--- src/rtl/mult9x9_share_arb.sv ---
// rtl/mult9x9_share_arb.sv - round-robin arbiter sharing one 9x9 multiplier among NREQ requesters
// Optional output register stage enabled by defining MULT9X9_SHARE_OUTREG_EN.
module mult9x9_share_arb #(
    parameter int NREQ = 4,
    parameter int IDW  = $clog2(NREQ)
) (
    input  logic              CLK,
    input  logic              RST,
    input  logic [NREQ-1:0]   REQ_VALID,
    output logic [NREQ-1:0]   REQ_READY,
    input  logic [9*NREQ-1:0] REQ_A,
    input  logic [9*NREQ-1:0] REQ_B,
    output logic              RES_VALID,
    input  logic              RES_READY,
    output logic [IDW-1:0]    RES_ID,
    output logic [17:0]       RES_Z,
    output logic              BUSY
);

    logic [IDW-1:0] ptr_q, ptr_d;
    logic           adv;
    logic           gnt_found;
    logic [IDW-1:0] gnt_id;
    logic           xfer;

    logic [8:0]     a_q, b_q;
    logic [IDW-1:0] id1_q;
    logic           v1_q;
    logic [17:0]    prod;

    // Scan from the farthest offset down so the nearest valid requester to ptr wins.
    always_comb begin
        gnt_found = 1'b0;
        gnt_id    = '0;
        for (int k = NREQ - 1; k >= 0; k--) begin
            if (REQ_VALID[(int'(ptr_q) + k) % NREQ]) begin
                gnt_found = 1'b1;
                gnt_id    = IDW'((int'(ptr_q) + k) % NREQ);
            end
        end
    end

    assign adv  = !RES_VALID || RES_READY;
    assign xfer = gnt_found && adv && !RST;

    always_comb begin
        REQ_READY = '0;
        if (xfer) begin
            REQ_READY[gnt_id] = 1'b1;
        end
    end

    always_comb begin
        ptr_d = ptr_q;
        if (xfer) begin
            ptr_d = (gnt_id == IDW'(NREQ - 1)) ? '0 : gnt_id + IDW'(1);
        end
    end

    // All stage registers share RST and adv so they can fold into the DSP registers.
    always_ff @(posedge CLK) begin
        if (RST) begin
            ptr_q <= '0;
            a_q   <= '0;
            b_q   <= '0;
            id1_q <= '0;
            v1_q  <= 1'b0;
        end else if (adv) begin
            ptr_q <= ptr_d;
            v1_q  <= gnt_found;
            if (gnt_found) begin
                a_q   <= REQ_A[9*gnt_id +: 9];
                b_q   <= REQ_B[9*gnt_id +: 9];
                id1_q <= gnt_id;
            end
        end
    end

    assign prod = 18'(a_q) * 18'(b_q);

`ifdef MULT9X9_SHARE_OUTREG_EN
    logic [17:0]    z_q;
    logic [IDW-1:0] id2_q;
    logic           v2_q;

    always_ff @(posedge CLK) begin
        if (RST) begin
            z_q   <= '0;
            id2_q <= '0;
            v2_q  <= 1'b0;
        end else if (adv) begin
            z_q   <= prod;
            id2_q <= id1_q;
            v2_q  <= v1_q;
        end
    end

    assign RES_VALID = v2_q;
    assign RES_ID    = id2_q;
    assign RES_Z     = z_q;
    assign BUSY      = v1_q || v2_q;
`else
    assign RES_VALID = v1_q;
    assign RES_ID    = id1_q;
    assign RES_Z     = prod;
    assign BUSY      = v1_q;
`endif

endmodule

--- config.mk ---
export PLATFORM = sky130hd
export DESIGN_NAME = mult9x9_share_arb
export DESIGN_NICKNAME = d
export VERILOG_FILES = /design/src/rtl/mult9x9_share_arb.sv
export SDC_FILE = /design/constraint.sdc
export NUM_CORES = 1
export LEC_CHECK = 0
export CORE_ASPECT_RATIO = 1.5
export CORE_MARGIN = 2
export CORE_UTILIZATION = 45
export CTS_BUF_LIST = sky130_fd_sc_hd__clkbuf_2
export CTS_CLUSTER_DIAMETER = 100
export DETAILED_ROUTE_END_ITERATION = 12
export HOLD_SLACK_MARGIN = 0.05
export PLACE_DENSITY = 0.74
export SYNTH_ARGS = -nofsm -noshare
export SYNTH_HDL_FRONTEND = slang
export SYNTH_SLANG_ARGS = --single-unit
--- constraint.sdc ---
create_clock -name CLK -period 5.4 [get_ports CLK]
set_clock_uncertainty 0.15 [all_clocks]
set_input_delay 1.08 -clock CLK [delete_from_list [all_inputs] [get_ports CLK]]
set_output_delay 1.08 -clock CLK [all_outputs]
set_load 0.02 [all_outputs]
==> out/results.ini <==
[outcome]
status = complete, but fails checks
violations = negative setup slack

[placed_design]
preCtsSetupSlack_ps = -677
place_congestion = 0.901
post-dp-hpwl_um = 9270
port_buffers = 104

[setup_path]
required_ps = 4170
timing.rr.end = ptr_q[0]
r2r.worst_path.cells = 8
end_kind = output port
startpoint_type = flop
critPathArrivalTime_ps = 4420
critPathMaxFanout = 5
worst-setup-path-type = reg2out
reg2reg_from = ptr_q[1]
r2r_slack_ps = 3210

[cts]
cts_buffers = 3
cts-root-buf = clkbuf_2
clk_pin_slew_ps = 230
clock_path_buffers = 2
ctsHtreeMaxLevel = 1
cts_sinks = 23
insertion_delay_ps = 390
cts_tree = yes

[die]
die_x_um = 82.6
io_pins = 105
core_area_mm2 = 0.00915
die_y_um = 122
initial_core_util_pct = 45.6
die_area_mm2 = 0.0101
rows = 43

[logic_synthesis]
synth_top_area_share_pct = 24.0
synth_top_flop_cell = dfxtp_1
yosysTopAreaCell = fa_1
synth.most_common_cell = inv_1
synth_simple_gate_area_share_pct = 20.2
synth_compound_area_share_pct = 15.7
synthCells = 502
avgSynthCellArea_um2 = 8.31
ys_ff_latch = 23
synth.area.top_cells = fa_1 (24%), ha_1 (13%), dfxtp_1 (11%)
synth_nets = 673
ys_top_cells_by_count = inv_1 (76), nand2_1 (59), and2_1 (54), fa_1 (50), ha_1 (42)
muxShareOfSynthArea_pct = 4.56
yosys.area_share.xor_xnor_pct = 2.31
ys_seq_area_share_pct = 11.0
synth_cell_type_count = 41
async_flop_share_pct = 0
synth_fa_ha_area_share_pct = 36.6
ys_warn_count = 0
synth_top_family_by_area = adder cells
synth_edf_count = 0
syn_area_mm2 = 0.00417

[grt]
antenna_found_initial = 0
busiest_layer = met2
grt_max_degree = 37
grt_pass1_wl_um = 19000
use_met1_pct = 26.6
gr-usage-met2_pct = 46.8
grt_overflow = 0
grt_pass1_vias = 4219
grt_use_met3_pct = 1.70
grt_usage_pct = 23.9

[drt]
drcViolationCount = 0
vias_per_cell = 5.15
wl_um = 11200
wire_per_inst_um = 14.7
dr_total_vias = 3907
drt_first_pass_iters = 4
drt-initial-drc-count = 76
ant_nets = 0

[pwr]
p_per_area_mw_per_mm2 = 198
max-vdd-ir-drop_uv = 172
p_leak_uw = 0.00294

[sta]
worst_slew_pin_slew_ps = 806
max_freq_ghz = 0.177
fin_ws_ps = -253
grt_setup_unrepaired = true
hold_violations = 0
setup_viol = 9
final.min_clock_period_ps = 5650
tns_ps = -1410
relSlewSlack_pct = 46.0
slew_viol_final = 0
fin_crit_sh_pct = 105

[worst_hold_path]
min_from = RES_ID[0]
worst_hold_path_type = reg2reg
hold_depth = 2
min_to = RES_ID[0]

[cells_and_area]
drive_above_1_share_pct = 24.3
final_core_util_pct = 66.1
diodes = 0
num-nets-final = 818
syn2layout_area_growth_pct = 44.9

[job]
maxCapViolations = 0

## how the worst max path moves through the flow
| stage | from | endpoint | slack, ps | cells past startpoint |
|---|---|---|---|---|
| after floorplan | a_q[0] | RES_Z[16] | 20 | 15 |
| after global placement | a_q[5] | RES_Z[17] | -510 | 16 |
| after detailed placement | a_q[3] | RES_Z[17] | -680 | 16 |
| after CTS | b_q[3] | RES_Z[17] | -220 | 15 |
| after global routing | a_q[3] | RES_Z[14] | -420 | 17 |
| final | a_q[3] | RES_Z[14] | -250 | 17 |
## through the flow
stage | instances | hold WS [ps] | instance area, µm² | total power (µW)
finish | 758 | 333 | 6050 | 1200
global route | 758 | 369 | 6050 | 1300
CTS | 755 | 335 | 6000 | 1190
detailed placement | 745 | 307 | 5640 | 1030
global placement | 745 | 300 | 5640 | 1010
floorplan | 502 | 365 | 4180 | 691
## flip-flops by register name, indices dropped and copies added, names as in the netlist
register	cells
ptr_q	2
a_q	9
BUSY	1
b_q	9
RES_ID	2
## logic make-up after synthesis
kind of cell	after synthesis
DFF	23
adders and majority gates	92
AOI/OAI and AO/OA	97
xor gates and xnor gates	11
muxes	19
and+or+nand+nor	159
buffers and inverters	101
## cell usage in the layout, fill, tap and decap left out, types with 3 or more instances in the layout
cell	instances
dfxtp_2	3
a21oi_2	7
a21o_1	5
xnor2_1	5
o211ai_1	18
inv_1	69
fa_2	4
xor2_1	5
clkbuf_2	4
and3_1	18
ha_1	33
a21oi_1	7
dfxtp_4	14
buf_6	8
nand2_2	6
dfxtp_1	6
nor2_2	3
nand2_1	53
a21boi_0	18
and2_1	46
and2_4	8
fa_1	46
a211oi_1	3
buf_4	63
o21ai_0	19
ha_4	8
nor2_1	11
a211oi_2	3
clkdlybuf4s50_1	92
inv_2	6
mux2i_1	19
or3_1	3
## timing repair
item                                    in CTS  in global routing
pin swaps                                   53                 23
hold endpoints to repair                     0                  0
setup buffers                                6                  3
hold buffers                                 0                  0
endpoints found under the setup margin      13                 11
gates resized for setup                    153                 13
## layout make-up
cell class	instances	area [µm²]
Timing Repair Buffer	165	1500
Clock buffer	3	15.0
Multi-Input combinational cell	378	3580
Clock inverter	1	7.51
Inverter	76	288
Tap cell	112	140
Fill cell	765	3100
Sequential cell	23	517
## power breakdown
group / leakage, µW / internal [µW] / total, µW / switching, µW
registers: 0.000200 / 204 / 253 / 49.4
logic: 0.00272 / 436 / 866 / 429
clock network: 0.0000126 / 17.1 / 78.2 / 61.1
## routing by layer
layer | up-vias | part of all wire (%)
met5 | - | 0
met4 | 0 | 1.7
met3 | 16 | 3.0
met2 | 96 | 57
met1 | 1873 | 39
li1 | 1922 | -
## worst max-delay path, stage by stage, from the launching register on
cell,delay (ps)
dfxtp_4,430
buf_4,120
nand2_2,60
fa_1,500
fa_1,520
inv_1,40
ha_1,270
inv_1,50
fa_1,490
inv_2,60
fa_2,360
a211oi_2,260
o21bai_2,130
buf_6,140
a21o_1,170
a21oi_2,150
xnor2_1,130
buf_4,160
Note: power is estimated with default switching activity, not from simulation.
